===== src/rtl/reg_ctrl_pkg.sv =====
// Shared types and constants for the register-file write arbiter.
// Holds the FSM state encoding, requester IDs and default geometry.
package reg_ctrl_pkg;

    typedef enum logic {
        IDLE  = 1'b0,
        CLEAR = 1'b1
    } state_t;

    localparam int REQ_A = 0;
    localparam int REQ_B = 1;

    localparam int DEF_DATA_W = 8;
    localparam int DEF_ADDR_W = 3;
    localparam int DEF_NREGS  = 8;

endpackage


===== src/rtl/rr_arbiter2.sv =====
// Two-way round-robin arbiter: combinational one-hot grant, registered priority.
// Priority flips on every advance (accepted grant), contested or not.
module rr_arbiter2
    import reg_ctrl_pkg::*;
(
    input  logic       CLK,
    input  logic       RESET,
    input  logic [1:0] req,
    input  logic       advance,
    output logic [1:0] gnt
);

    logic r_pri;

    always_comb begin
        gnt = 2'b00;
        if (req[REQ_A] && (!req[REQ_B] || (r_pri == 1'(REQ_A)))) begin
            gnt[REQ_A] = 1'b1;
        end else if (req[REQ_B]) begin
            gnt[REQ_B] = 1'b1;
        end
    end

    always_ff @(posedge CLK or negedge RESET) begin
        if (!RESET) begin
            r_pri <= 1'(REQ_A);
        end else if (advance) begin
            r_pri <= ~r_pri;
        end
    end

endmodule


===== src/rtl/reg_write_arbiter.sv =====
// Shares the register-file write port between requesters A/B and runs a full-file clear sweep.
// Writes appear one cycle after the handshake; READY is combinational and held low while clearing.
module reg_write_arbiter
    import reg_ctrl_pkg::*;
#(
    parameter int DATA_W = DEF_DATA_W,
    parameter int ADDR_W = DEF_ADDR_W,
    parameter int NREGS  = DEF_NREGS
) (
    input  logic              CLK,
    input  logic              RESET,
    input  logic              A_VALID,
    input  logic [ADDR_W-1:0] A_ADDR,
    input  logic [DATA_W-1:0] A_DATA,
    output logic              A_READY,
    input  logic              B_VALID,
    input  logic [ADDR_W-1:0] B_ADDR,
    input  logic [DATA_W-1:0] B_DATA,
    output logic              B_READY,
    input  logic              CLEAR_REQ,
    output logic              BUSY,
    output logic [DATA_W-1:0] WRITEDATA,
    output logic [ADDR_W-1:0] WRITEREG,
    output logic              WRITEENABLE
);

    // One extra count bit keeps the terminal compare from wrapping.
    localparam logic [ADDR_W:0] LAST_REG = (ADDR_W+1)'(NREGS - 1);

    state_t            r_state;
    state_t            w_state_nxt;
    logic [ADDR_W:0]   r_count;
    logic [ADDR_W:0]   w_count_nxt;
    logic              r_we;
    logic              w_we_nxt;
    logic [ADDR_W-1:0] r_wreg;
    logic [ADDR_W-1:0] w_wreg_nxt;
    logic [DATA_W-1:0] r_wdata;
    logic [DATA_W-1:0] w_wdata_nxt;
    logic              r_busy;
    logic              w_busy_nxt;

    logic              w_arb_open;
    logic [1:0]        w_req;
    logic [1:0]        w_gnt;
    logic              w_advance;

    assign w_arb_open = (r_state == IDLE) && !CLEAR_REQ;
    assign w_req      = {B_VALID & w_arb_open, A_VALID & w_arb_open};
    assign w_advance  = |w_gnt;

    rr_arbiter2 u_arb (
        .CLK     (CLK),
        .RESET   (RESET),
        .req     (w_req),
        .advance (w_advance),
        .gnt     (w_gnt)
    );

    assign A_READY     = w_gnt[REQ_A];
    assign B_READY     = w_gnt[REQ_B];
    assign WRITEENABLE = r_we;
    assign WRITEREG    = r_wreg;
    assign WRITEDATA   = r_wdata;
    assign BUSY        = r_busy;

    always_ff @(posedge CLK or negedge RESET) begin
        if (!RESET) begin
            r_state <= IDLE;
            r_count <= '0;
        end else begin
            r_state <= w_state_nxt;
            r_count <= w_count_nxt;
        end
    end

    always_comb begin
        w_state_nxt = r_state;
        w_count_nxt = r_count;
        w_we_nxt    = 1'b0;
        w_wreg_nxt  = r_wreg;
        w_wdata_nxt = r_wdata;
        w_busy_nxt  = 1'b0;
        case (r_state)
            IDLE: begin
                if (CLEAR_REQ) begin
                    w_state_nxt = CLEAR;
                    w_count_nxt = '0;
                end else if (w_gnt[REQ_A]) begin
                    w_we_nxt    = 1'b1;
                    w_wreg_nxt  = A_ADDR;
                    w_wdata_nxt = A_DATA;
                end else if (w_gnt[REQ_B]) begin
                    w_we_nxt    = 1'b1;
                    w_wreg_nxt  = B_ADDR;
                    w_wdata_nxt = B_DATA;
                end
            end
            CLEAR: begin
                w_we_nxt    = 1'b1;
                w_wreg_nxt  = r_count[ADDR_W-1:0];
                w_wdata_nxt = '0;
                w_busy_nxt  = 1'b1;
                w_count_nxt = r_count + (ADDR_W+1)'(1);
                if (r_count == LAST_REG) begin
                    w_state_nxt = IDLE;
                end
            end
            default: begin
                w_state_nxt = IDLE;
            end
        endcase
    end

    always_ff @(posedge CLK or negedge RESET) begin
        if (!RESET) begin
            r_we    <= 1'b0;
            r_wreg  <= '0;
            r_wdata <= '0;
            r_busy  <= 1'b0;
        end else begin
            r_we    <= w_we_nxt;
            r_wreg  <= w_wreg_nxt;
            r_wdata <= w_wdata_nxt;
            r_busy  <= w_busy_nxt;
        end
    end

endmodule


===== config.mk =====
export PLATFORM = sky130hd
export DESIGN_NAME = reg_write_arbiter
export DESIGN_NICKNAME = d
export VERILOG_FILES = /design/src/rtl/reg_ctrl_pkg.sv /design/src/rtl/rr_arbiter2.sv /design/src/rtl/reg_write_arbiter.sv
export SDC_FILE = /design/constraint.sdc
export NUM_CORES = 1
export LEC_CHECK = 0
export CORE_ASPECT_RATIO = 0.9
export CORE_MARGIN = 1
export CORE_UTILIZATION = 41
export CTS_BUF_LIST = sky130_fd_sc_hd__clkbuf_16
export DETAILED_ROUTE_END_ITERATION = 8
export GPL_TIMING_DRIVEN = 0
export PLACE_DENSITY = 0.86
export SLEW_MARGIN = 15
export SYNTH_ARGS = -nofsm -noshare
export SYNTH_HDL_FRONTEND = slang
export SYNTH_HIERARCHICAL = 1
export SYNTH_SLANG_ARGS = --single-unit

===== constraint.sdc =====
create_clock -name CLK -period 2.5 [get_ports CLK]
set_clock_uncertainty 0.1 [all_clocks]
set_input_delay 0.5 -clock CLK [delete_from_list [all_inputs] [get_ports CLK]]
set_output_delay 0.5 -clock CLK [all_outputs]
set_load 0.005 [all_outputs]

# ---- Yosys cells after proc, flatten, opt, wreduce, memory -nomap -nowiden
# Cells that the tools add are included.
dict set report totals {
  out_inout_bits 15
  elab_cells 44
  regBits 19
  inputBits 27
}
dict set report classes {
  n_eq_ne 4
  reduce_logical 7
  n_addsub 1
  n_bitwise 4
  mux 21
}
# operator n
set ops {}
lappend ops {{$mux W8} 3}
lappend ops {{$pmux W8 S2} 1}
lappend ops {{$mux W1} 9}
lappend ops {{$mux W3} 3}
lappend ops {{$pmux W4 S2} 1}
lappend ops {{$pmux W3 S2} 1}
lappend ops {{$add A4 B1 Y4 const B} 1}
lappend ops {{$eq A4 B3 Y1 const B} 1}
lappend ops {{$mux W4} 1}
lappend ops {{$ne A2 B2 Y1 const B} 2}
lappend ops {{$pmux W1 S2} 2}
lappend ops {{$ne A3 B3 Y1 const B} 1}
lappend ops {{$and A1 B1 Y1} 2}
lappend ops {{$logic_and A1 B1 Y1} 2}
lappend ops {{$logic_not A1 Y1} 2}
lappend ops {{$not A1 Y1} 2}
lappend ops {{$reduce_and A2 Y1} 1}
lappend ops {{$reduce_or A2 Y1} 1}
lappend ops {{$logic_or A1 B1 Y1} 1}

# ---- Logic depth before layout (Yosys ltp)
# Gate-level depths: netlist of run 1.
dict set report logic_depth {
  depth_word 11
  ltp_mapped 7
  ltp_nobuf 6
}

# ---- Hierarchy
# The synthesis of run 1 kept the hierarchy.
# module area_each_um2 seq_area_each_um2 n_inst cells_per_inst
set by_module_without_submodules {}
lappend by_module_without_submodules {reg_write_arbiter 927.1 450.4 1 77}
lappend by_module_without_submodules {rr_arbiter2 52.6 25.0 1 5}

# ---- Worst setup path after synthesis of run 1
# OpenSTA, ideal clock, no wires.
dict set report synth_timing {
  kind {input to register}
  from {input CLEAR_REQ}
  to {register r_wreg[2] (netlist: WRITEREG[2])}
  n_path_buf 1
  stages 7
  t_required_ns 2.269
  setup_time_ns 0.131
  slack_ns 0.177
  t_arrival_ns 2.092
  path_cell_list {nor2_1 > and2_1 > a21boi_0 > buf_6 > mux2_4 > mux2i_1 > o21ai_1}
}
dict set report synth_between {
  word_cells_on_any_way 16
  classes_between {eq/ne (2); mux (6); bitwise (2); reduce/logical (6)}
}
# element line
set synth_lines {}
lappend synth_lines {{from (decl)} reg_write_arbiter.sv:20} ;# input logic CLEAR_REQ,
lappend synth_lines {{$logic_not A1 Y1 (*)} reg_write_arbiter.sv:48} ;# assign w_arb_open = (r_state == IDLE) && !CLEAR_REQ;
lappend synth_lines {{$logic_and A1 B1 Y1 (*)} reg_write_arbiter.sv:48}
lappend synth_lines {{$and A1 B1 Y1 (*)} reg_write_arbiter.sv:49} ;# assign w_req = {B_VALID & w_arb_open, A_VALID & w_arb_open};
lappend synth_lines {{named net w_req[0]} reg_write_arbiter.sv:44} ;# logic [1:0] w_req;
lappend synth_lines {{$logic_and A1 B1 Y1 (*)} rr_arbiter2.sv:17} ;# if (req[REQ_A] && (!req[REQ_B] || (r_pri == 1'(REQ_A)))) begin
lappend synth_lines {{$mux W1 (*)} rr_arbiter2.sv:17}
lappend synth_lines {{named net A_READY} reg_write_arbiter.sv:15} ;# output logic A_READY,
lappend synth_lines {{$mux W3} reg_write_arbiter.sv:89} ;# end else if (w_gnt[REQ_A]) begin
lappend synth_lines {{$mux W3} reg_write_arbiter.sv:86} ;# if (CLEAR_REQ) begin
lappend synth_lines {{$pmux W3 S2} reg_write_arbiter.sv:84} ;# case (r_state)
lappend synth_lines {{to (signal assigned)} reg_write_arbiter.sv:123} ;# r_wreg <= w_wreg_nxt;
lappend synth_lines {{to (decl)} reg_write_arbiter.sv:36} ;# logic [ADDR_W-1:0] r_wreg;
# The timed path passes the listed nets; every way through them passes the cells marked *. The select of a mux whose other input is x is not followed.
# A chain may end at the register's enable or synchronous reset.

# ---- Worst setup path in the final report of run 1
dict set report layout_timing {
  from {input A_VALID}
  to {output A_READY}
}
dict set report layout_between {
  elab_chain_len 3
}
# element line
set layout_lines {}
lappend layout_lines {{from (decl)} reg_write_arbiter.sv:12} ;# input logic A_VALID,
lappend layout_lines {{$and A1 B1 Y1} reg_write_arbiter.sv:49}
lappend layout_lines {{named net w_req[0]} reg_write_arbiter.sv:44}
lappend layout_lines {{$logic_and A1 B1 Y1} rr_arbiter2.sv:17}
lappend layout_lines {{$mux W1} rr_arbiter2.sv:17}
lappend layout_lines {{to (decl)} reg_write_arbiter.sv:15}
# The timed path passes the listed nets, and every way through them passes these cells.

==> qor.txt, run 1 <==
Num CTS Buffers: 3
clock root cell: clkbuf_16
most frequent cells in the layout: clkdlybuf4s50_1 (40), dfrtp_1 (19), mux2i_1 (11)
Seq pwr share: 37.1%
GR Overflow Total: 0
Clock Latency Late Sink: 0.25 ns
PortBufs: 41
Max Clk Rate: 0.4120 GHz
antenna-violating nets left: 0
Final Hold Viols: 0
leading area contributor after synthesis: dfrtp_1
post-synthesis sequential area ratio: 48.53%
layout cells sized above 1: 21.54%
First DRT Iteration DRCs: 9
crit path max fanout: 2
Setup crit end kind: output pin
Synth top area share: 48.53%
combinational share of power: 38.7%
required time of the worst setup path: 1.90 ns
Hold Crit Class: flip-flop to flip-flop
gr usage total: 18.75%
n_diodes: 0
Rel. slew slack: 45.16%
initial antenna violation count: 0
Mapped Cells: 82
H-tree depth: 1
synth top area cells: dfrtp_1 (49%), mux2i_1 (11%), a211oi_2 (10%)
post-route cell area: 0.001549 mm2
syn nets: 110
Row Count: 16
routability cong.: 0.7552
DRC: 0
Die Span Y: 48.38 um
hpwl dp: 1568 um
clock slew at reported path FFs: 0.05 ns
max-cap violation count: 0
vias per cell: 5.217
buffer levels on the longest clock path: 2
area grow syn2layout: 58.11%
slew of the pin with the lowest slew margin: 0.8200 ns
Clk pwr share: 24.2%
leading cell type in the layout, fill and taps excluded: clkdlybuf4s50_1
syn avg cell area: 11.95 um2
Int Power: 903.8 uW
DIE WIDTH: 53.53 um
setup violators final: 0
die area: 0.002589 mm2
IO Count: 42
post-DR wirelength/cell: 13.60 um
global-route wire length before repair: 3560 um
RSZ-0062 raised after global routing: false
crit path kind: primary input to output pin
Ys Warns: 6
DP Area: 0.001424 mm2
Worst Slack Setup Final: 0.07286 ns
crit path time final: 2.427 ns
status: complete, no violations
VDD IR max: 598.7 uV
# clock sinks: 19
Leak: 0.0006095 uW
largest net degree at the start of global routing: 20
Worst Setup Start Kind: primary input
TritonRoute pass-1 iters: 4
Post-Syn Area: 979.7 um2
via count: 819
Starting Density: 44.09%
PD cells: 845.4 mW/mm2
Hold-fix buffers, CTS: 0
Place WS: -0.7592 ns
routed wire length: 2135 um
CTS tree: done
Worst EP arrival: 1.83 ns
fin util: 69.71%
final period utilization: 97.09%
Slew Limit Fails: 0
Post-layout nets: 159
Core Area: 0.002222 mm2
post-synthesis cell type count: 26
switch share: 30.99%
Synth Register Bits: 19
Switch Pwr: 405.8 uW
vias in the first global route: 826
timing repair:
action | in CTS | in global routing
gates resized for setup | 7 | 1
setup endpoints to repair | 15 | 1
buffers inserted | 3 | 0
pin swaps | 1 | 0
worst paths after layout:
path                         start           end  slack [ns]  cells past startpoint
max in group asynchronous    RESET    r_count[2]        1.16                      1
max                        A_VALID       A_READY        0.07                      4
min reg2reg                r_state          BUSY        0.39                      0
min                        r_state          BUSY        0.39                      0
max reg2reg                r_state   WRITEREG[2]        0.52                      8
min in group asynchronous    RESET  WRITEDATA[5]        0.63                      1
power groups by stage:
stage	clock (uW)	sequential, uW	combinational, uW
CTS	324	486	510
detailed placement	0	479	485
global placement	0	477	470
global route	344	498	563
floorplan	0	472	292
finish	317	486	507
critical path: stages:
cell	delay (ns)
clkdlybuf4s50_1	0.46
and2_1	0.16
a21boi_4	0.19
clkdlybuf4s50_1	0.51
flip-flops by register name, indices dropped and copies added (netlist names):
name         count
WRITEDATA        8
r_count          4
WRITEREG         3
BUSY             1
WRITEENABLE      1
r_state          1
u_arb/r_pri      1
Yosys cell counts:
cell type and number:
dfrtp_1 19, mux2i_1 11, buf_2 1, a21boi_1 1, nor2_1 9, buf_6 3
a22o_1 2, nand2b_1 1, a41oi_1 1, or2_1 1, mux2_4 1, ha_1 1
inv_1 2, a211oi_2 8, nand2_1 4, o21ai_1 3, o21ai_0 1, a21boi_0 1
or2_2 1, mux2_2 3, and2_1 2, nand3_1 1, o21ba_2 1, xnor2_1 1
xor2_1 2, clkbuf_1 1
layout make-up:
type	instances	area (um2)
plain buffers	5	42.54
clock buffers	3	75.07
clock inverters	1	3.754
fillers	158	673.1
inverters	2	7.507
multi-input cells	56	479.2
flip-flops and latches	19	475.5
well taps	27	33.78
repair buffers	44	431.7
metal layers:
layer	part of all wire, %	GRT usage (%)	up-vias
li1	-	-	383
met1	42	24.74	393
met2	47	30.21	40
met3	9.9	5.346	3
met4	0.89	3.947	0
met5	0	0	-
kinds of logic after synthesis:
logic type | Yosys count | share of synthesized area [%]
mux | 15 | 16.22
fa+ha+maj | 1 | 1.277
simple gates | 19 | 8.684
xor+xnor | 3 | 2.682
compound gates | 18 | 17.50
flops | 19 | 48.53
buf+inv | 7 | 5.108
through the flow:
stage | power, uW | hold slack (ns) | instances | setup TNS (ns)
floorplan | 763.5 | 0.1044 | 82 | 0
global placement | 947.0 | 0.3323 | 150 | -5.184
detailed placement | 964.7 | 0.3298 | 150 | -6.338
CTS | 1320 | 0.3949 | 157 | 0
global route | 1406 | 0.4131 | 157 | 0
finish | 1310 | 0.3942 | 157 | 0
Note: power is estimated with default switching activity, not from simulation.
==> inputs of run 2 (changes only) <==
--- a/config.mk
+++ b/config.mk
@@ -5,13 +5,14 @@
 export SDC_FILE = /design/constraint.sdc
 export NUM_CORES = 1
 export LEC_CHECK = 0
+export ABC_AREA = 0
 export CORE_ASPECT_RATIO = 0.9
 export CORE_MARGIN = 1
-export CORE_UTILIZATION = 41
+export CORE_UTILIZATION = 35
 export CTS_BUF_LIST = sky130_fd_sc_hd__clkbuf_16
 export DETAILED_ROUTE_END_ITERATION = 8
 export GPL_TIMING_DRIVEN = 0
-export PLACE_DENSITY = 0.86
+export PLACE_DENSITY = 0.79
 export SLEW_MARGIN = 15
 export SYNTH_ARGS = -nofsm -noshare
 export SYNTH_HDL_FRONTEND = slang
==> constraint.sdc (replaced) <==
create_clock -name CLK -period 1.95 [get_ports CLK]
set_clock_uncertainty 0.1 [all_clocks]
set_input_delay 0.39 -clock CLK [delete_from_list [all_inputs] [get_ports CLK]]
set_output_delay 0.39 -clock CLK [all_outputs]
set_load 0.005 [all_outputs]
==> qor.txt, run 2 (synthesized netlist as in run 1, its figures left out) <==
initial antenna violation count: 0
Row Count: 17
setup violators final: 0
Hold-fix buffers, CTS: 0
leading cell type in the layout, fill and taps excluded: clkdlybuf4s50_1
n_diodes: 0
fin util: 63.77%
area grow syn2layout: 66.16%
DIE WIDTH: 57.77 um
vias in the first global route: 870
max reg flops: 8
layout cells sized above 1: 26.28%
Leak: 0.0006650 uW
final period utilization: 98.07%
switch share: 30.96%
DP Area: 0.001429 mm2
crit path time final: 1.912 ns
slew of the pin with the lowest slew margin: 0.8300 ns
Place WS: -0.8329 ns
routability cong.: 0.7213
Post-layout nets: 166
Clk pwr share: 23.4%
Final Power: 1739 uW
crit path max fanout: 3
Starting Density: 38.38%
CTS tree: done
post-DR wirelength/cell: 13.86 um
vias per cell: 5.018
# clock sinks: 19
PD cells: 1068 mW/mm2
DRC: 4
Num CTS Buffers: 3
largest net degree at the start of global routing: 20
via count: 828
routed wire length: 2287 um
TritonRoute pass-1 iters: 6
Worst Setup Start Kind: primary input
clock root cell: clkbuf_16
combinational share of power: 41.2%
Hold WS: 0.3483 ns
failing checks: design-rule violations
most frequent cells in the layout: clkdlybuf4s50_1 (37), dfrtp_1 (19), mux2i_1 (11)
clock slew at reported path FFs: 0.05 ns
IO Count: 42
required time of the worst setup path: 1.46 ns
Worst EP arrival: 1.42 ns
Switch Pwr: 538.4 uW
Slew Limit Fails: 0
GR Overflow Total: 0
Rel. slew slack: 44.49%
Clock Latency Late Sink: 0.25 ns
Int Power: 1201 uW
Hold Crit Class: flip-flop to flip-flop
RSZ-0062 raised after global routing: true
Worst Slack Setup Final: 0.03763 ns
global-route wire length before repair: 3760 um
Core Area: 0.002552 mm2
crit path kind: primary input to output pin
H-tree depth: 1
status: finished, violations left
Max Clk Rate: 0.5229 GHz
VDD IR max: 820.7 uV
First DRT Iteration DRCs: 18
Final Hold Viols: 0
gr usage total: 16.42%
max-cap violation count: 0
die area: 0.003015 mm2
Setup crit end kind: output pin
antenna-violating nets left: 0
Seq pwr share: 35.4%
Die Span Y: 52.19 um
PortBufs: 41
post-route cell area: 0.001628 mm2
buffer levels on the longest clock path: 2
## run 2: what timing repair did
item / 4_1_cts / 5_1_grt
pin swaps: 1 / 2
setup buffers: 5 / 5
endpoints found under the setup margin: 15 / 10
gates resized for setup: 14 / 2
## run 2: path summary, 6_finish.rpt
check / cells after the start / to / slack (ns) / startpoint
max: 4 / B_READY / 0.04 / B_VALID
min: 0 / BUSY / 0.35 / r_state
max reg2reg: 8 / WRITEREG[2] / 0.07 / r_state
min reg2reg: 0 / BUSY / 0.35 / r_state
max in group asynchronous: 1 / WRITEREG[1] / 0.71 / RESET
min in group asynchronous: 1 / WRITEDATA[2] / 0.52 / RESET
## run 2: metal layers
metal	wire (um)	share of wire (%)	vias to the layer above	global-route usage, %
li1	-	-	399	-
met1	911	40	403	18.27
met2	1183	52	23	31.98
met3	180	7.9	3	4.444
met4	10	0.44	0	2.381
met5	0	0	-	0
## run 2: power by group through the flow
stage / clock (uW) / combinational, uW / sequential, uW
final: 407 / 717 / 615
after global routing: 433 / 789 / 631
after CTS: 421 / 689 / 618
after detailed placement: 0 / 639 / 617
after global placement: 0 / 612 / 613
after floorplan: 0 / 376 / 607
## run 2: stage by stage
stage,setup TNS [ns],cells
floorplan,0,82
global placement,-7.902,151
detailed placement,-9.043,151
CTS,0,160
global route,-0.03007,165
finish,0,165
## run 2: layout make-up
class | count | area [um2]
Multi-Input combinational cell | 56 | 489.2
Fill cell | 210 | 924.6
Buffer | 5 | 51.30
Timing Repair Buffer | 51 | 490.5
Clock inverter | 1 | 3.754
Inverter | 2 | 7.507
Tap cell | 28 | 35.03
Clock buffer | 3 | 75.07
Sequential cell | 19 | 475.5
## run 2: critical path: stages
cell	delay, ns
clkdlybuf4s50_1	0.45
and2_4	0.15
a21boi_4	0.20
clkdlybuf4s15_1	0.23
==> inputs of run 3 (changes only) <==
--- a/config.mk
+++ b/config.mk
@@ -6,6 +6,7 @@
 export NUM_CORES = 1
 export LEC_CHECK = 0
 export ABC_AREA = 0
+export CAP_MARGIN = 25
 export CORE_ASPECT_RATIO = 0.9
 export CORE_MARGIN = 1
 export CORE_UTILIZATION = 35
==> results of run 3 <==
No change in the layout: final DEF, timing and power equal those of run 2.
